File: src/rtl/stopwatch_input_conditioner_if.sv
// Pad-side and conditioned-side signals of the stopwatch input conditioner.
// The slave modport belongs to the conditioner; the master modport belongs to whoever drives the pads.
interface stopwatch_input_conditioner_if #(
    parameter int N_BTN = 2,
    parameter int N_SW  = 2
);
    logic [N_BTN-1:0] btn_raw;
    logic [N_SW-1:0]  sw_raw;
    logic [N_BTN-1:0] btn_level;
    logic [N_BTN-1:0] btn_press;
    logic [N_BTN-1:0] btn_release;
    logic [N_SW-1:0]  sw_level;
    logic             clear_pulse;
    logic             paused;

    modport master (
        output btn_raw,
        output sw_raw,
        input  btn_level,
        input  btn_press,
        input  btn_release,
        input  sw_level,
        input  clear_pulse,
        input  paused
    );

    modport slave (
        input  btn_raw,
        input  sw_raw,
        output btn_level,
        output btn_press,
        output btn_release,
        output sw_level,
        output clear_pulse,
        output paused
    );
endinterface

File: src/rtl/stopwatch_input_conditioner.sv
// Synchronizes and debounces the Basys3 buttons and switches for the stopwatch.
// It also keeps the pause/run toggle that the time counter consumes.
module stopwatch_input_conditioner #(
    parameter int N_BTN           = 2,
    parameter int N_SW            = 2,
    parameter int DEBOUNCE_CYCLES = 1_000_000,
    parameter int CNT_W           = 20,
    parameter int CLEAR_IDX       = 0,
    parameter int PAUSE_IDX       = 1
) (
    input  logic                          clk,
    input  logic                          rst_n,
    stopwatch_input_conditioner_if.slave  bus
);

    localparam logic [CNT_W-1:0] CNT_MAX = CNT_W'(DEBOUNCE_CYCLES - 1);

    logic [N_BTN-1:0] btn_s1_q, btn_s2_q;
    logic [N_SW-1:0]  sw_s1_q, sw_s2_q;
    logic [N_BTN-1:0] stable_q, stable_d;
    logic [N_BTN-1:0] press_q, press_d;
    logic [N_BTN-1:0] release_q, release_d;
    logic [CNT_W-1:0] cnt_q [N_BTN];
    logic [CNT_W-1:0] cnt_d [N_BTN];
    logic             paused_q, paused_d;

    // The counter only advances while the synchronized input disagrees with the stable level,
    // so it saturates at the compare value instead of wrapping.
    always_comb begin
        stable_d  = stable_q;
        press_d   = '0;
        release_d = '0;
        for (int i = 0; i < N_BTN; i++) begin
            cnt_d[i] = '0;
            if (btn_s2_q[i] != stable_q[i]) begin
                if (cnt_q[i] < CNT_MAX) begin
                    cnt_d[i] = cnt_q[i] + CNT_W'(1);
                end else begin
                    stable_d[i]  = btn_s2_q[i];
                    press_d[i]   = btn_s2_q[i];
                    release_d[i] = ~btn_s2_q[i];
                end
            end
        end

        // A clear press wins over a pause press that lands on the same cycle.
        if (press_q[CLEAR_IDX]) begin
            paused_d = 1'b0;
        end else if (press_q[PAUSE_IDX]) begin
            paused_d = ~paused_q;
        end else begin
            paused_d = paused_q;
        end
    end

    always_ff @(posedge clk or negedge rst_n) begin
        if (!rst_n) begin
            btn_s1_q  <= '0;
            btn_s2_q  <= '0;
            sw_s1_q   <= '0;
            sw_s2_q   <= '0;
            stable_q  <= '0;
            press_q   <= '0;
            release_q <= '0;
            paused_q  <= 1'b0;
            for (int i = 0; i < N_BTN; i++) begin
                cnt_q[i] <= '0;
            end
        end else begin
            btn_s1_q  <= bus.btn_raw;
            btn_s2_q  <= btn_s1_q;
            sw_s1_q   <= bus.sw_raw;
            sw_s2_q   <= sw_s1_q;
            stable_q  <= stable_d;
            press_q   <= press_d;
            release_q <= release_d;
            paused_q  <= paused_d;
            for (int i = 0; i < N_BTN; i++) begin
                cnt_q[i] <= cnt_d[i];
            end
        end
    end

    assign bus.btn_level   = stable_q;
    assign bus.btn_press   = press_q;
    assign bus.btn_release = release_q;
    assign bus.sw_level    = sw_s2_q;
    assign bus.clear_pulse = press_q[CLEAR_IDX];
    assign bus.paused      = paused_q;

endmodule

File: src/flat_wrapper.sv
// flat-port wrapper written by rule: the top's interface ports become plain ports
module stopwatch_input_conditioner_flat 
#(
    parameter int N_BTN           = 2,
    parameter int N_SW            = 2,
    parameter int DEBOUNCE_CYCLES = 1_000_000,
    parameter int CNT_W           = 20,
    parameter int CLEAR_IDX       = 0,
    parameter int PAUSE_IDX       = 1
)
  (clk, rst_n, bus_btn_raw, bus_sw_raw, bus_btn_level, bus_btn_press, bus_btn_release, bus_sw_level, bus_clear_pulse, bus_paused);
  stopwatch_input_conditioner_if #(.N_BTN(N_BTN), .N_SW(N_SW)) bus_i ();
  input  logic clk;
  input  logic rst_n;
  input wire logic [$bits(bus_i.btn_raw)-1:0] bus_btn_raw;
  input wire logic [$bits(bus_i.sw_raw)-1:0] bus_sw_raw;
  output wire logic [$bits(bus_i.btn_level)-1:0] bus_btn_level;
  output wire logic [$bits(bus_i.btn_press)-1:0] bus_btn_press;
  output wire logic [$bits(bus_i.btn_release)-1:0] bus_btn_release;
  output wire logic [$bits(bus_i.sw_level)-1:0] bus_sw_level;
  output wire logic [$bits(bus_i.clear_pulse)-1:0] bus_clear_pulse;
  output wire logic [$bits(bus_i.paused)-1:0] bus_paused;
  assign bus_i.btn_raw = bus_btn_raw;
  assign bus_i.sw_raw = bus_sw_raw;
  assign bus_btn_level = bus_i.btn_level;
  assign bus_btn_press = bus_i.btn_press;
  assign bus_btn_release = bus_i.btn_release;
  assign bus_sw_level = bus_i.sw_level;
  assign bus_clear_pulse = bus_i.clear_pulse;
  assign bus_paused = bus_i.paused;
  stopwatch_input_conditioner #(.N_BTN(N_BTN), .N_SW(N_SW), .DEBOUNCE_CYCLES(DEBOUNCE_CYCLES), .CNT_W(CNT_W), .CLEAR_IDX(CLEAR_IDX), .PAUSE_IDX(PAUSE_IDX)) u_core (.clk(clk), .rst_n(rst_n), .bus(bus_i));
endmodule
File: config.mk
export PLATFORM = sky130hd
export DESIGN_NAME = stopwatch_input_conditioner_flat
export DESIGN_NICKNAME = d
export VERILOG_FILES = /design/src/rtl/stopwatch_input_conditioner_if.sv /design/src/rtl/stopwatch_input_conditioner.sv /design/src/flat_wrapper.sv
export SDC_FILE = /design/constraint.sdc
export NUM_CORES = 1
export LEC_CHECK = 0
export CAP_MARGIN = 30
export CELL_PAD_IN_SITES_DETAIL_PLACEMENT = 1
export CELL_PAD_IN_SITES_GLOBAL_PLACEMENT = 2
export CORE_MARGIN = 4
export CORE_UTILIZATION = 42
export CTS_CLUSTER_DIAMETER = 200
export DETAILED_ROUTE_END_ITERATION = 8
export DONT_BUFFER_PORTS = 1
export GPL_TIMING_DRIVEN = 1
export HOLD_SLACK_MARGIN = 0.08
export PLACE_DENSITY = 0.87
export SETUP_SLACK_MARGIN = 0.4
export SLEW_MARGIN = 20
export SYNTH_ARGS = -nofsm -noshare
export SYNTH_HDL_FRONTEND = slang
export SYNTH_SLANG_ARGS = --single-unit
File: constraint.sdc
create_clock -name clk -period 2.48 [get_ports clk]
set_input_delay 0.496 -clock clk [delete_from_list [all_inputs] [get_ports clk]]
set_output_delay 0.496 -clock clk [all_outputs]
set_load 0.005 [all_outputs]
==> impl_metrics.ini, run 1 <==
[die]
start_util_pct = 44.1
die_x_um = 90.4
io_pins = 16
die_area_sq_mm = 0.00816
num_rows = 29
die_h_um = 90.4
core_sq_mm = 0.00646

[synthesis]
synth_flop_cell = dfrtp_1
synth_top_family_by_area = compound AO/OA/AOI/OAI gates
netlist_area_sq_mm = 0.00285
synth_edf_count = 0
postSynthAreaPerCell_sq_um = 10.7
synth_compound_area_share_pct = 20.3
yosysUniqueCellTypes = 43
synth-async-reset-ratio_pct = 100
yosys.area.top_type = dfrtp_1
synth_xor_area_share_pct = 7.38
synth_area_leaders = dfrtp_1, a211oi_1, xor2_1
ys_warn_count = 0
yosys_register_bits = 55
synth_top_area_share_pct = 48.3
synth_adder_area_share_pct = 0.878
synth_mux_area_share_pct = 0
synthSimpleGateAreaFrac_pct = 19.5
seq_area_frac_synth_pct = 48.3
synthesis.nets = 274
syn_inst = 266

[critical_path]
startpoint_type = register
cp-end-kind = register
required_ns = 2.71
arrival_ns = 2.22
path_class = register to register
cpMaxStageDelayCell = or4_4
slowest_delay_ns = 0.60
cp_max_fo = 5
crit_path_cell_trace = nand4_1, or4_4, or3_1, a221oi_2
r2r_cells = 4

[global_route]
grt_max_degree = 56
grt_pass1_vias = 2313
grt.overflow.total = 0
grt_usage_pct = 17.6
antenna_found_initial = 0
grt_first_pass_wirelength_mm = 11.8

[drt]
drtIter0Drc = 120
wl_mm = 6.88
antenna_left = 0
viasPerCell = 6.30
num_vias = 2160
dr.pass1.iters = 4
post_drt_wl_per_cell_um = 20.1
drc = 0

[place]
hpwl_mm = 4.35
dp_cells = 332
place_congestion = 0.780
io_buffers = 0
dpl_cell_area_sq_mm = 0.00293

[sta]
min_period_ns = 2.00
finalSetupTns_ns = 0
rsz0062_at_grt = true
relSlewSlack_pct = 51.1
slew_viol_final = 0
finalHoldViolCount = 0
max_freq_mhz = 501
setup_violations = 0
worst_pin_slew_ns = 0.725
finalCritPeriodShare_pct = 80.6
fin_worst_skew_ns = 0.0123

[layout]
stdcell_count = 343
nFillCells = 713
nets = 274
antenna_cells = 0
area_growth_pct = 10.7
drive_gt1_share_pct = 17.3
fin_area_sq_mm = 0.00315

[cts]
clkLatencyLatePin_ns = 0.31
cts_sinks = 55
cts-buffers-inserted = 5
clock_path_buffers = 2
cts-root-buf = clkbuf_8
cts_tree = built
clk_pin_slew_ns = 0.10
cts_max_level = 2

[flow_run]
maxCapViolCount = 0

[status]
status = complete, no violations

[power]
power.internal_mw = 1.23
ir_worst_vdd_v = 0.000446
netSwitchingFraction_pct = 22.3
leakagePower_nw = 1.20
clockPowerShare_pct = 37.2
power.density_mw_per_mm2 = 503
switchingPower_mw = 0.353
share_comb_of_total_power_pct = 4.4
pwr-share-seq_pct = 58.4

[min_path]
whs_path_depth = 0
hold_path.class = input port to register
[kinds of logic (layout without fill, tap and decap cells)]
group	after synthesis	after routing
simple gates	90	90
compound gates	70	70
flops	55	55
buf+inv	25	25
xor+xnor	24	24
fa+ha+maj	2	2
[cell usage in the layout, fill, tap and decap left out, types with 4 or more instances in the layout]
| master | instances |
|---|---|
| nand4_1 | 7 |
| a221oi_2 | 7 |
| inv_1 | 5 |
| or4_1 | 7 |
| nor2_1 | 4 |
| or3_1 | 9 |
| a211oi_1 | 26 |
| xor2_1 | 14 |
| o21ai_0 | 6 |
| a221oi_1 | 6 |
| o31ai_1 | 7 |
| buf_4 | 9 |
| xnor2_1 | 9 |
| nand3_1 | 14 |
| and4b_1 | 4 |
| clkbuf_8 | 5 |
| dfrtp_2 | 4 |
| nand2_1 | 17 |
| dfrtp_1 | 51 |
| a31oi_1 | 4 |
[worst max-delay path, delay by kind of cell, from the launching register on]
family | cells | cell delay, ns
simple gates | 3 | 1.22
flops | 1 | 0.47
compound gates | 1 | 0.24
[power by group through the flow]
stage                     clock, mW  combinational, mW  sequential [mW]
after detailed placement          0             0.0401            0.942
after floorplan                   0             0.0291            0.938
after CTS                     0.603             0.0688            0.924
final                         0.590             0.0691            0.926
after global placement            0             0.0378            0.941
after global routing          0.646             0.0777            0.929
[synthesized netlist by cell type (all sizes together), types with 5 or more instances]
master,instances
dfrtp,55
nand4,8
nand3,15
clkbuf,15
a211oi,28
or3,9
inv,5
xor2,14
xnor2,10
o21ai,8
nand2,18
o31ai,7
or4,9
a221oi,13
and4,5
buf,5
[layout make-up]
class                           instances  area [sq um]  share of cell area (%)
Sequential cell                        55          1380                    43.8
Multi-Input combinational cell        186          1430                    45.2
Tap cell                               77          96.3                    3.06
Clock inverter                          1          30.0                   0.952
Clock buffer                            6          72.6                    2.30
Inverter                                5          18.8                   0.595
Timing Repair Buffer                   13           128                    4.05
[path summary, 6_finish.rpt]
check | slack [ns] | startpoint | to
worst max-delay path | 0.48 | u_core.cnt_q[8]$_DFF_PN0_ | u_core.cnt_q[17]$_DFF_PN0_
worst min-delay path | 0.21 | bus_sw_raw[1] | u_core.sw_s1_q[1]$_DFF_PN0_
worst max register to register | 0.48 | u_core.cnt_q[8]$_DFF_PN0_ | u_core.cnt_q[17]$_DFF_PN0_
worst min register to register | 0.36 | u_core.btn_s1_q[1]$_DFF_PN0_ | u_core.btn_s2_q[1]$_DFF_PN0_
max in group asynchronous | 1.52 | rst_n | u_core.cnt_q[27]$_DFF_PN0_
min in group asynchronous | 0.72 | rst_n | u_core.cnt_q[2]$_DFF_PN0_
[what timing repair did]
action                                 in CTS  in global routing
setup buffers                               1                  1
pin swaps                                   1                  2
setup endpoints to repair                   5                 31
endpoints found under the hold margin      55                  0
hold buffers                                2                  0
gates resized for setup                     3                 14
gates cloned                                0                  0
[sequential cells by signal (all words and copies together) (netlist names)]
signal and flops:
u_core.bus.btn_release 2, u_core.sw_s1_q 2, u_core.bus.sw_level 2, u_core.bus.btn_level 2, u_core.btn_s2_q 2, u_core.bus.paused 1, u_core.cnt_q 40, u_core.bus.btn_press 2
u_core.btn_s1_q 2
[metrics by stage]
step           utilization (%)  hold WS [ns]  power [mW]  worst slack (ns)
2_1_floorplan                -         0.200       0.967             0.551
6_report                  48.8         0.206        1.59             0.482
5_1_grt                   48.8         0.181        1.65             0.362
3_3_place_gp              45.4         0.203       0.979             0.379
4_1_cts                   47.8         0.196        1.60             0.401
3_5_place_dp              45.4         0.203       0.982             0.343
[metal layers]
metal	GRT usage [%]	part of all wire, %
met2	28.6	48
met4	3.19	0.58
met5	0	0
met3	4.42	2.5
met1	24.0	49
Note: power is estimated with default switching activity, not from simulation.
==> run 2: changes to the inputs <==
==> constraint.sdc (replaced) <==
create_clock -name clk -period 1.95 [get_ports clk]
set_input_delay 0.39 -clock clk [delete_from_list [all_inputs] [get_ports clk]]
set_output_delay 0.39 -clock clk [all_outputs]
set_load 0.005 [all_outputs]
==> impl_metrics.ini, run 2 (synthesis gave the netlist of run 1 again) <==
[status]
status = complete, but fails checks
violations = negative hold slack

[layout]
nFillCells = 649
antenna_cells = 0
nets = 329
top_register = u_core.cnt_q
multi_input_area_sq_mm = 0.00169
largest_reg_flops = 40
final_common_cell = buf_4
seq_area_sq_mm = 0.00139
postLayoutCoreUtil_pct = 59.9
drive_gt1_share_pct = 47.5
area_growth_pct = 35.9
final_cell_mix = buf_4, dfrtp_1, a211oi_2

[die]
die_area_sq_mm = 0.00816
io_pins = 16
die_x_um = 90.4
num_rows = 29
die_h_um = 90.4
start_util_pct = 44.1
core_sq_mm = 0.00646

[sta]
setup_violations = 0
slew_viol_final = 0
relSlewSlack_pct = 69.3
worst_pin_slew_ns = 0.457
whs_ns = -0.252
finalSetupTns_ns = 0
fin_worst_skew_ns = 0.0124
max_freq_mhz = 524
fin_ws_ns = 0.0422
finalHoldViolCount = 55
rsz0062_at_grt = true
min_period_ns = 1.91
finalCritPeriodShare_pct = 97.8

[place]
io_buffers = 0
place_congestion = 0.822
hpwl_mm = 4.71
pre_cts_slack_ns = 0.0159

[global_route]
grt_usage_pct = 19.5
grt_pass1_vias = 2546
grt_max_degree = 56
grt_first_pass_wirelength_mm = 13.2
antenna_found_initial = 0
grt.overflow.total = 0

[cts]
cts_tree = built
cts_sinks = 55
clk_pin_slew_ns = 0.11
cts-buffers-inserted = 5
cts-root-buf = clkbuf_8
clock_path_buffers = 2
cts_max_level = 2
clkLatencyLatePin_ns = 0.32

[critical_path]
crit_top_cell = buf_4
slowest_delay_ns = 0.44
cpMaxStageDelayCell = dfrtp_2
arrival_ns = 2.14
r2r_cells = 6
required_ns = 2.19
crit_path_cell_trace = nand4_4, buf_4, nor4_2, buf_4, or3b_1, a221oi_2
startpoint_type = register
r2r-start = u_core.cnt_q[3]$_DFF_PN0_
cp_max_fo = 5
path_class = register to register
cp-end-kind = register
startpoint = u_core.cnt_q[3]$_DFF_PN0_

[power]
power.internal_mw = 1.59
leakagePower_nw = 1.53
clockPowerShare_pct = 38.8
share_comb_of_total_power_pct = 4.5
switchingPower_mw = 0.484
ir_worst_vdd_v = 0.000356
power.density_mw_per_mm2 = 536
pwr-share-seq_pct = 56.7
netSwitchingFraction_pct = 23.3

[drt]
drc = 0
wl_mm = 8.43
post_drt_wl_per_cell_um = 21.1
drtIter0Drc = 130
num_vias = 2476
viasPerCell = 6.21
antenna_left = 0
dr.pass1.iters = 4

[flow_run]
maxCapViolCount = 0

[min_path]
hold_path.class = input port to async pin
==> run 2: changes by cell type in the layout (fill, tap and decap cells not counted), sizes merged <==
cell,previous run,this run
buf,12,64
clkbuf,6,5
clkinv,0,1
dlygate4sd3,1,4
inv,5,6
==> run 2: path summary, 6_finish.rpt <==
check	end	slack (ns)
worst min-delay path	u_core.cnt_q[17]$_DFF_PN0_	-0.25
worst max register to register	u_core.cnt_q[18]$_DFF_PN0_	0.04
min in group clk	u_core.btn_s2_q[0]$_DFF_PN0_	0.36
max in group asynchronous	u_core.cnt_q[31]$_DFF_PN0_	2.06
worst max-delay path	u_core.cnt_q[18]$_DFF_PN0_	0.04
worst min register to register	u_core.btn_s2_q[0]$_DFF_PN0_	0.36
==> run 2: critical path, delay by kind of cell (launching register included) <==
family          cells  cell delay [ns]
simple gates        3             0.82
flops               1             0.44
buf+inv             2             0.34
compound gates      1             0.23
==> run 2: layout make-up <==
type / instances / share of cell area (%)
clock buffers: 5 / 1.78
clock inverters: 3 / 1.23
inverters: 5 / 0.485
multi-input cells: 186 / 43.7
flip-flops and latches: 55 / 35.8
well taps: 77 / 2.49
repair buffers: 68 / 14.5
==> run 2: what timing repair did <==
item                       CTS  global route
setup endpoints to repair   46            46
hold buffers                 1             3
cloned                       2             1
setup buffers               13            19
resized for setup           20            27
hold endpoints to repair    56            58
pin swaps                   10            17
==> run 2: power by group through the flow <==
stage | Sequential (mW) | Combinational, mW | Clock, mW
after floorplan | 1.20 | 0.0481 | 0
after global placement | 1.20 | 0.0665 | 0
after detailed placement | 1.20 | 0.0681 | 0
after CTS | 1.18 | 0.0715 | 0.818
after global routing | 1.18 | 0.102 | 0.890
final | 1.18 | 0.0936 | 0.806
==> run 2: metrics by stage <==
| step | hold WS [ns] | std cells | area (sq um) | total power, mW |
|---|---|---|---|---|
| global placement | 0.0957 | 352 | 3300 | 1.26 |
| CTS | -0.259 | 376 | 3580 | 2.07 |
| floorplan | 0.0944 | 266 | 3090 | 1.24 |
| detailed placement | 0.0958 | 352 | 3300 | 1.27 |
| finish | -0.252 | 399 | 3870 | 2.08 |
| global route | -0.286 | 399 | 3870 | 2.17 |
==> run 2: layer usage <==
| metal | routed length, um | vias up | share of wire, % | GRT usage [%] |
|---|---|---|---|---|
| met5 | 0 | - | 0 | 0 |
| met4 | 78 | 0 | 0.93 | 4.46 |
| met3 | 267 | 8 | 3.2 | 4.17 |
| met2 | 4160 | 41 | 49 | 31.2 |
| met1 | 3930 | 1286 | 47 | 27.2 |
| li1 | - | 1141 | - | - |
==> run 3: changes to the inputs <==
--- a/config.mk
+++ b/config.mk
@@ -17,7 +17,6 @@
 export HOLD_SLACK_MARGIN = 0.08
 export PLACE_DENSITY = 0.87
 export SETUP_SLACK_MARGIN = 0.4
-export SLEW_MARGIN = 20
 export SYNTH_ARGS = -nofsm -noshare
 export SYNTH_HDL_FRONTEND = slang
 export SYNTH_SLANG_ARGS = --single-unit
==> results of run 3 <==
Same layout as run 2: the final DEF is identical, and so are final timing and power.
